[config.mk]
export PLATFORM = sky130hd
export DESIGN_NAME = spi_segment_router_flat
export DESIGN_NICKNAME = d
export VERILOG_FILES = /design/src/rtl/spi_segment_router_pkg.sv /design/src/rtl/spi_segment_router_if.sv /design/src/rtl/spi_segment_router_pingpong.sv /design/src/rtl/spi_segment_router.sv /design/src/flat_wrapper.sv
export SDC_FILE = /design/constraint.sdc
export NUM_CORES = 1
export LEC_CHECK = 0
export ABC_AREA = 1
export CORE_MARGIN = 5
export CORE_UTILIZATION = 55
export CTS_BUF_LIST = sky130_fd_sc_hd__clkbuf_8 sky130_fd_sc_hd__clkbuf_16
export DETAILED_ROUTE_END_ITERATION = 12
export HOLD_SLACK_MARGIN = 0.1
export PLACE_DENSITY_LB_ADDON = 0.05
export SETUP_SLACK_MARGIN = 0.5
export SYNTH_ARGS = -nofsm -noshare
export SYNTH_HDL_FRONTEND = slang
export SYNTH_SLANG_ARGS = --single-unit
[constraint.sdc]
create_clock -name clk -period 3.7 [get_ports clk]
set_clock_uncertainty 0.1 [all_clocks]
set_input_delay 0.37 -clock clk [delete_from_list [all_inputs] [get_ports clk]]
set_output_delay 0.37 -clock clk [all_outputs]
set_load 0.01 [all_outputs]
[src/rtl/spi_segment_router_pkg.sv]
// Shared opcodes, error-bit positions and router state encoding for the
// SPI segment router and its record buffer.
package spi_segment_router_pkg;

  localparam logic [7:0] CMD_STATUS      = 8'h01;
  localparam logic [7:0] CMD_CLEAR_ERROR = 8'h02;
  localparam logic [7:0] CMD_WRITE_FIFO  = 8'h10;  // low nibble carries the channel

  localparam int ERR_OVERFLOW    = 0;
  localparam int ERR_BAD_CHANNEL = 1;
  localparam int ERR_UNKNOWN_CMD = 2;

  typedef enum logic [1:0] {
    IDLE,
    STATUS_TX,
    COLLECT,
    DISCARD
  } router_state_e;

endpackage

[src/rtl/spi_segment_router_if.sv]
// Byte stream from spi_secondary plus the per-channel FIFO write side.
// The master drives SPI bytes and FIFO occupancy; the slave is the router.
interface spi_segment_router_if #(
  parameter int NumChannels = 4,
  parameter int SizeBits    = 9
);
  logic                            spi_cs;
  logic                            rx_valid;
  logic [7:0]                      rx_data;
  logic [7:0]                      tx_data;
  logic [NumChannels*SizeBits-1:0] fifo_size;
  logic [NumChannels-1:0]          fifo_write_en;
  logic [7:0]                      fifo_data;

  modport master (
    output spi_cs, rx_valid, rx_data, fifo_size,
    input  tx_data, fifo_write_en, fifo_data
  );

  modport slave (
    input  spi_cs, rx_valid, rx_data, fifo_size,
    output tx_data, fifo_write_en, fifo_data
  );
endinterface

[src/rtl/spi_segment_router_pingpong.sv]
// Two record buffers: one collects incoming bytes while the other is
// streamed, one byte per clock, into the FIFO of the channel it belongs to.
module record_pingpong_buffer #(
  parameter int NumChannels = 4,
  parameter int RecordWords = 16,
  parameter int IdxBits     = 4,
  parameter int ChBits      = 2
) (
  input  logic                   clk,
  input  logic                   rst_n,
  input  logic                   wr_en,
  input  logic [IdxBits-1:0]     wr_idx,
  input  logic [7:0]             wr_data,
  input  logic                   commit,
  input  logic [ChBits-1:0]      commit_ch,
  output logic [NumChannels-1:0] fifo_write_en,
  output logic [7:0]             fifo_data,
  output logic                   flushing
);

  logic [7:0]         mem [2][RecordWords];
  logic               collect_ptr;
  logic               flush_ptr;
  logic [1:0]         full;
  logic [ChBits-1:0]  buf_ch [2];
  logic [IdxBits-1:0] flush_idx;
  logic [IdxBits-1:0] next_idx;
  logic               pend_sel;

  assign next_idx = flush_idx + 1'b1;
  assign pend_sel = ~full[0];

  // NOTE: record storage has no reset; the full flags alone decide whether
  // its contents are ever read, so clearing the array would buy nothing.
  always_ff @(posedge clk) begin
    if (wr_en) mem[collect_ptr][wr_idx] <= wr_data;
  end

  // NOTE: all state here is updated with <= so every read in this block sees
  // the pre-edge value, independent of statement order.
  always_ff @(posedge clk) begin
    if (!rst_n) begin
      collect_ptr   <= 1'b0;
      flush_ptr     <= 1'b0;
      full          <= '0;
      buf_ch[0]     <= '0;
      buf_ch[1]     <= '0;
      flush_idx     <= '0;
      flushing      <= 1'b0;
      fifo_write_en <= '0;
      fifo_data     <= '0;
    end else begin
      if (commit) begin
        full[collect_ptr]   <= 1'b1;
        buf_ch[collect_ptr] <= commit_ch;
        collect_ptr         <= ~collect_ptr;
      end

      if (flushing) begin
        if (flush_idx == IdxBits'(RecordWords - 1)) begin
          flushing        <= 1'b0;
          full[flush_ptr] <= 1'b0;
          fifo_write_en   <= '0;
          fifo_data       <= '0;
        end else begin
          flush_idx <= next_idx;
          fifo_data <= mem[flush_ptr][next_idx];
        end
      end else if (commit) begin
        // Start straight from the completing record to hit one-clock latency;
        // byte 0 bypasses storage when it is the byte arriving right now.
        flushing      <= 1'b1;
        flush_ptr     <= collect_ptr;
        flush_idx     <= '0;
        fifo_write_en <= NumChannels'(1) << commit_ch;
        fifo_data     <= (wr_idx == '0) ? wr_data : mem[collect_ptr][0];
      end else if (|full) begin
        flushing      <= 1'b1;
        flush_ptr     <= pend_sel;
        flush_idx     <= '0;
        fifo_write_en <= NumChannels'(1) << buf_ch[pend_sel];
        fifo_data     <= mem[pend_sel][0];
      end
    end
  end

endmodule

[src/rtl/spi_segment_router.sv]
// SPI command front-end: decodes status / segment-write / clear commands and
// routes complete motion records into one of NumChannels segment FIFOs.
module spi_segment_router
  import spi_segment_router_pkg::*;
#(
  parameter int NumChannels = 4,
  parameter int RecordWords = 16,
  parameter int Depth       = 16,
  parameter int SizeBits    = $clog2(Depth * RecordWords) + 1
) (
  input  logic                 clk,
  input  logic                 rst_n,
  spi_segment_router_if.slave  bus,
  output logic [2:0]           error,
  output logic                 busy
);

  localparam int RecShift = $clog2(RecordWords);
  localparam int IdxBits  = (RecordWords > 1) ? $clog2(RecordWords) : 1;
  localparam int ChBits   = (NumChannels > 1) ? $clog2(NumChannels) : 1;
  localparam int OccBits  = SizeBits + 1;

  if (RecordWords < 1 || (RecordWords & (RecordWords - 1)) != 0) begin : g_bad_record_words
    $error("RecordWords must be a power of two");
  end
  if (NumChannels < 1 || NumChannels > 16) begin : g_bad_channels
    $error("NumChannels must be in 1..16");
  end
  if (Depth < 1 || Depth > 255) begin : g_bad_depth
    $error("Depth must be in 1..255");
  end

  router_state_e     state;
  logic [ChBits-1:0] ch;
  logic [IdxBits-1:0] count;
  logic [4:0]        tx_idx;

  logic [7:0]        free_slots [NumChannels];
  logic [7:0]        status_next;
  logic              byte_in;
  logic              is_write;
  logic              ch_ok;
  logic              last_byte;
  logic              wr_en;
  logic              commit;
  logic [2:0]        err_set;
  logic              err_clr;
  logic              flushing;

  // A partially written record still occupies a slot, hence the round-up.
  always_comb begin
    for (int c = 0; c < NumChannels; c++) begin
      logic [OccBits-1:0] recs;
      recs = (OccBits'(bus.fifo_size[c*SizeBits +: SizeBits]) + OccBits'(RecordWords - 1)) >> RecShift;
      free_slots[c] = (recs >= OccBits'(Depth)) ? 8'd0 : 8'(OccBits'(Depth) - recs);
    end
  end

  always_comb begin
    status_next = 8'h00;
    for (int c = 0; c < NumChannels; c++) begin
      if (tx_idx == 5'(c + 1)) status_next = free_slots[c];
    end
  end

  assign byte_in   = bus.rx_valid && !bus.spi_cs;
  assign is_write  = (bus.rx_data[7:4] == CMD_WRITE_FIFO[7:4]);
  assign ch_ok     = (int'(bus.rx_data[3:0]) < NumChannels);
  assign last_byte = (count == IdxBits'(RecordWords - 1));
  assign wr_en     = byte_in && (state == COLLECT);
  assign commit    = wr_en && last_byte && (free_slots[ch] != 8'd0);

  // NOTE: every signal assigned here gets a default first so no path leaves
  // it unassigned, which would otherwise infer a latch.
  always_comb begin
    err_set = '0;
    err_clr = 1'b0;
    if (byte_in && state == IDLE) begin
      if (bus.rx_data == CMD_CLEAR_ERROR)     err_clr = 1'b1;
      else if (is_write && !ch_ok)            err_set[ERR_BAD_CHANNEL] = 1'b1;
      else if (!is_write && bus.rx_data != CMD_STATUS) err_set[ERR_UNKNOWN_CMD] = 1'b1;
    end
    if (wr_en && last_byte && free_slots[ch] == 8'd0) err_set[ERR_OVERFLOW] = 1'b1;
  end

  always_ff @(posedge clk) begin
    if (!rst_n) begin
      state       <= IDLE;
      ch          <= '0;
      count       <= '0;
      tx_idx      <= '0;
      error       <= '0;
      bus.tx_data <= free_slots[0];
    end else begin
      error <= err_clr ? 3'b000 : (error | err_set);
      if (bus.spi_cs) begin
        state       <= IDLE;
        count       <= '0;
        bus.tx_data <= free_slots[0];
      end else begin
        unique case (state)
          IDLE: begin
            bus.tx_data <= free_slots[0];
            if (bus.rx_valid) begin
              if (bus.rx_data == CMD_STATUS) begin
                state       <= STATUS_TX;
                tx_idx      <= 5'd1;
                bus.tx_data <= {5'b0, error};
              end else if (is_write && ch_ok) begin
                state       <= COLLECT;
                ch          <= bus.rx_data[ChBits-1:0];
                count       <= '0;
                bus.tx_data <= 8'h00;
              end else if (bus.rx_data != CMD_CLEAR_ERROR) begin
                state       <= DISCARD;
                bus.tx_data <= 8'h00;
              end
            end
          end
          STATUS_TX: begin
            if (bus.rx_valid) begin
              bus.tx_data <= status_next;
              if (tx_idx <= 5'(NumChannels)) tx_idx <= tx_idx + 5'd1;
            end
          end
          COLLECT: begin
            bus.tx_data <= 8'h00;
            if (bus.rx_valid) count <= last_byte ? '0 : count + 1'b1;
          end
          DISCARD: bus.tx_data <= 8'h00;
          default: state <= IDLE;
        endcase
      end
    end
  end

  record_pingpong_buffer #(
    .NumChannels (NumChannels),
    .RecordWords (RecordWords),
    .IdxBits     (IdxBits),
    .ChBits      (ChBits)
  ) u_buffer (
    .clk           (clk),
    .rst_n         (rst_n),
    .wr_en         (wr_en),
    .wr_idx        (count),
    .wr_data       (bus.rx_data),
    .commit        (commit),
    .commit_ch     (ch),
    .fifo_write_en (bus.fifo_write_en),
    .fifo_data     (bus.fifo_data),
    .flushing      (flushing)
  );

  assign busy = (state != IDLE) || flushing;

endmodule

[src/flat_wrapper.sv]
// flat-port wrapper written by rule: the top's interface ports become plain ports
module spi_segment_router_flat import spi_segment_router_pkg::*;
#(
  parameter int NumChannels = 4,
  parameter int RecordWords = 16,
  parameter int Depth       = 16,
  parameter int SizeBits    = $clog2(Depth * RecordWords) + 1
)
  (clk, rst_n, error, busy, bus_spi_cs, bus_rx_valid, bus_rx_data, bus_fifo_size, bus_tx_data, bus_fifo_write_en, bus_fifo_data);
  spi_segment_router_if #(.NumChannels(NumChannels), .SizeBits(SizeBits)) bus_i ();
  input  logic clk;
  input  logic rst_n;
  output logic [2:0] error;
  output logic busy;
  input wire logic [$bits(bus_i.spi_cs)-1:0] bus_spi_cs;
  input wire logic [$bits(bus_i.rx_valid)-1:0] bus_rx_valid;
  input wire logic [$bits(bus_i.rx_data)-1:0] bus_rx_data;
  input wire logic [$bits(bus_i.fifo_size)-1:0] bus_fifo_size;
  output wire logic [$bits(bus_i.tx_data)-1:0] bus_tx_data;
  output wire logic [$bits(bus_i.fifo_write_en)-1:0] bus_fifo_write_en;
  output wire logic [$bits(bus_i.fifo_data)-1:0] bus_fifo_data;
  assign bus_i.spi_cs = bus_spi_cs;
  assign bus_i.rx_valid = bus_rx_valid;
  assign bus_i.rx_data = bus_rx_data;
  assign bus_i.fifo_size = bus_fifo_size;
  assign bus_tx_data = bus_i.tx_data;
  assign bus_fifo_write_en = bus_i.fifo_write_en;
  assign bus_fifo_data = bus_i.fifo_data;
  spi_segment_router #(.NumChannels(NumChannels), .RecordWords(RecordWords), .Depth(Depth), .SizeBits(SizeBits)) u_core (.clk(clk), .rst_n(rst_n), .bus(bus_i), .error(error), .busy(busy));
endmodule
==> metrics.md <==
| Metric | Value |
|---|---|
| CP Capture Type | `flip-flop` |
| Die extent in y | `171.0 µm` |
| Critical Path RT | `4.03 ns` |
| 1st-iter DRT viols | `1000` |
| TritonCTS Buffers | `31` |
| Gr ovfl total | `0` |
| CTS Root Cell | `clkbuf_16` |
| Largest net degree at the start of global routing | `126` |
| DR top layer | `met4` |
| VDD IR max | `361.9 µV` |
| GRT Util Overall | `25.18%` |
| RSZ-0062 raised after global routing | `no` |
| Measured slew at the worst slew-check pin | `1.049 ns` |
| Core area | `0.02576 mm²` |
| Post-CTS sizing | `0` |
| Slew Viols, Final | `0` |
| DIE WIDTH | `171.0 µm` |
| Synthesized cell area | `0.01426 mm²` |
| EDFF count, synth | `267` |
| Total Die Area | `0.02925 mm²` |
| Vias/cell | `5.858` |
| FP Rows | `59` |
| Crit start category | `flip-flop` |
| Post-CTS Setup Bufs | `0` |
| Via count | `11060` |
| Fmax | `337.7 MHz` |
| Worst skew pair latency | `0.56 ns` |
| Vias in the first global route | `10520` |
| Setup TNS | `0 ns` |
| CTS max path bufs | `3` |
| Fraction of layout cells with a size suffix above 1 | `10.05%` |
| Port bufs | `71` |
| Min Hold Slack | `0.3496 ns` |
| CTS tree | `built` |
| Worst Path Max Fanout | `21` |
| Pre-CTS setup slack | `0.2611 ns` |
| Hold/Removal Path Class | `flip-flop to flip-flop` |
| Slew HR | `29.56%` |
| Clock sink count | `306` |
| Initial antenna violation count | `0` |
| Clock-pin slew on the worst setup and hold paths | `0.06 ns` |
| Routed wl met2 | `18630 µm` |
| Yosys warns | `0` |
| PwrDens | `436.4 mW/mm²` |
| Placed cell count | `1830` |
| Detailed Place HPWL | `24940 µm` |
| Endpoints failing hold | `0` |
| Synthesized net count | `1496` |
| WL/cell | `19.90 µm` |
| Status | `complete, no violations` |
| Commonest cells after routing, fill and taps aside | `edfxtp_1 (267), nor2_1 (227), nand2_1 (191), o21ai_0 (191), inv_1 (111)` |
| DR WL met3 | `2296 µm` |
| Final net count | `1589` |
| Final period utilization | `80.03%` |
| First-pass GRT wire length | `57440 µm` |
| Seq/Total Area, Yosys | `61.69%` |
| Routed Wire Length | `37570 µm` |
| Yosys reg bits | `306` |
| Fillers | `2061` |
| Post-synthesis cell count | `1435` |
| Initial Utilization | `55.36%` |
| # IOs | `72` |
| # DRC | `0` |
| FFs w/ async S/R, synth | `0%` |
| Number of antenna diodes | `0` |
| Mean Syn Cell Area | `9.939 µm²` |
| Commonest non-fill, non-tap cell in the layout | `edfxtp_1` |
| Synth Flop Type | `edfxtp_1` |
| Final Non-Filler Cells | `1888` |
| H-tree lvl count | `1` |
| Area growth from synthesis to layout | `16.53%` |
| Crit path DAT | `3.29 ns` |
| P_leak | `0.006085 µW` |
| Synth unique cells | `46` |
| Setup WS post-layout | `0.7390 ns` |
| Reg2Reg Setup Slack | `0.74 ns` |
| Met1 Wirelength | `15520 µm` |
| Max-cap check violation count | `0` |
| # hold bufs at CTS | `0` |
| Crit path kind | `flip-flop to flip-flop` |
| Tmin final | `2.961 ns` |
| DRT Pass-1 Iters | `7` |
| Antenna Nets Post-Route | `0` |
| GPL Wtd Cong | `0.9024` |
| Final setup fails | `0` |
| Total power | `7252 µW` |
## kinds of logic after synthesis
| logic type | count (synthesis) | share of synthesized area (%) |
|---|---|---|
| xor+xnor | 5 | 0.3070 |
| fa+ha+maj | 13 | 1.140 |
| buf+inv | 194 | 5.220 |
| simple gates | 550 | 16.55 |
| other cells | 1 | 0.02629 |
| compound gates | 366 | 15.07 |
| flops | 306 | 61.69 |
## per-layer routing
metal / vias up / global-route usage (%)
li1: 5267 / -
met1: 5309 / 32.83
met2: 400 / 44.17
met3: 83 / 3.350
met4: 0 / 7.647
met5: - / 0
## registers in the layout, indices dropped and copies added (netlist names), 4 cells and up, named ones only
register	count
u_core.u_buffer.mem	256
u_core.bus.tx_data	7
u_core.count	4
u_core.u_buffer.flush_idx	4
u_core.tx_idx	5
u_core.u_buffer.buf_ch	4
u_core.u_buffer.fifo_data	8
u_core.u_buffer.fifo_write_en	4
## power by group
group	internal, µW	switching [µW]
logic	131	230
clock network	1830	1290
registers	3760	7.32
total	5720	1530
## layout make-up
type	instances	area (µm²)	area share [%]
Tap cell	335	419.2	2.522
Timing Repair Buffer	130	1179	7.092
Inverter	124	466.7	2.808
Sequential cell	306	8803	52.97
Multi-Input combinational cell	935	4720	28.40
Clock inverter	22	187.7	1.129
Clock buffer	36	844.6	5.082
## worst paths after layout
| path | from | to | cells past startpoint |
|---|---|---|---|
| max | u_core.u_buffer.flush_idx[0] | u_core.u_buffer.fifo_data[7] | 9 |
| max reg2reg | u_core.u_buffer.flush_idx[0] | u_core.u_buffer.fifo_data[7] | 9 |
| min reg2reg | u_core.tx_idx[4] | u_core.tx_idx[4] | 2 |
| min | u_core.tx_idx[4] | u_core.tx_idx[4] | 2 |
## cells in the mapped netlist, types with 2 or more instances
| master | number | area [µm²] |
|---|---|---|
| a32o_1 | 2 | 20.02 |
| buf_4 | 2 | 15.01 |
| a31oi_1 | 7 | 43.79 |
| nand4_1 | 11 | 68.82 |
| nor2_1 | 227 | 852.1 |
| inv_1 | 109 | 409.1 |
| nand2_2 | 13 | 81.33 |
| dfxtp_1 | 39 | 780.8 |
| nand3_2 | 6 | 60.06 |
| o211ai_1 | 21 | 157.7 |
| a21oi_1 | 52 | 260.3 |
| o21ai_0 | 191 | 955.9 |
| o221ai_1 | 39 | 341.6 |
| o21ai_1 | 7 | 35.03 |
| nand3b_1 | 2 | 15.01 |
| nand2_1 | 191 | 716.9 |
| clkinv_1 | 5 | 18.77 |
| xor2_1 | 5 | 43.79 |
| nor2_2 | 7 | 43.79 |
| a211oi_1 | 5 | 37.54 |
| clkbuf_1 | 65 | 244.0 |
| a22oi_1 | 4 | 30.03 |
| a21oi_2 | 2 | 17.52 |
| nor3_2 | 3 | 30.03 |
| inv_2 | 10 | 37.54 |
| nor3_1 | 11 | 55.05 |
| o22ai_1 | 26 | 162.7 |
| nand2_4 | 2 | 22.52 |
| nor4_1 | 2 | 12.51 |
| ha_1 | 13 | 162.7 |
| nand3_1 | 70 | 350.3 |
| edfxtp_1 | 267 | 8018 |
| o32ai_1 | 5 | 43.79 |
| a22o_1 | 2 | 17.52 |
## per-stage QoR
stage               cell area, µm²  util, %
finish                       16620    64.51
global route                 16620    64.51
CTS                          16620    64.51
detailed placement           15590    60.50
global placement             15590    60.50
floorplan                    14260        -
## critical path: stages, from the launching register on
cell	delay [ns]
dfxtp_2	0.36
clkinv_1	0.63
buf_4	0.49
o21ai_0	0.10
o22ai_1	0.08
o21ai_0	0.37
o21ai_0	0.17
a22o_1	0.23
a21oi_1	0.19
a21oi_1	0.09
(Power assumes the default switching activity.)
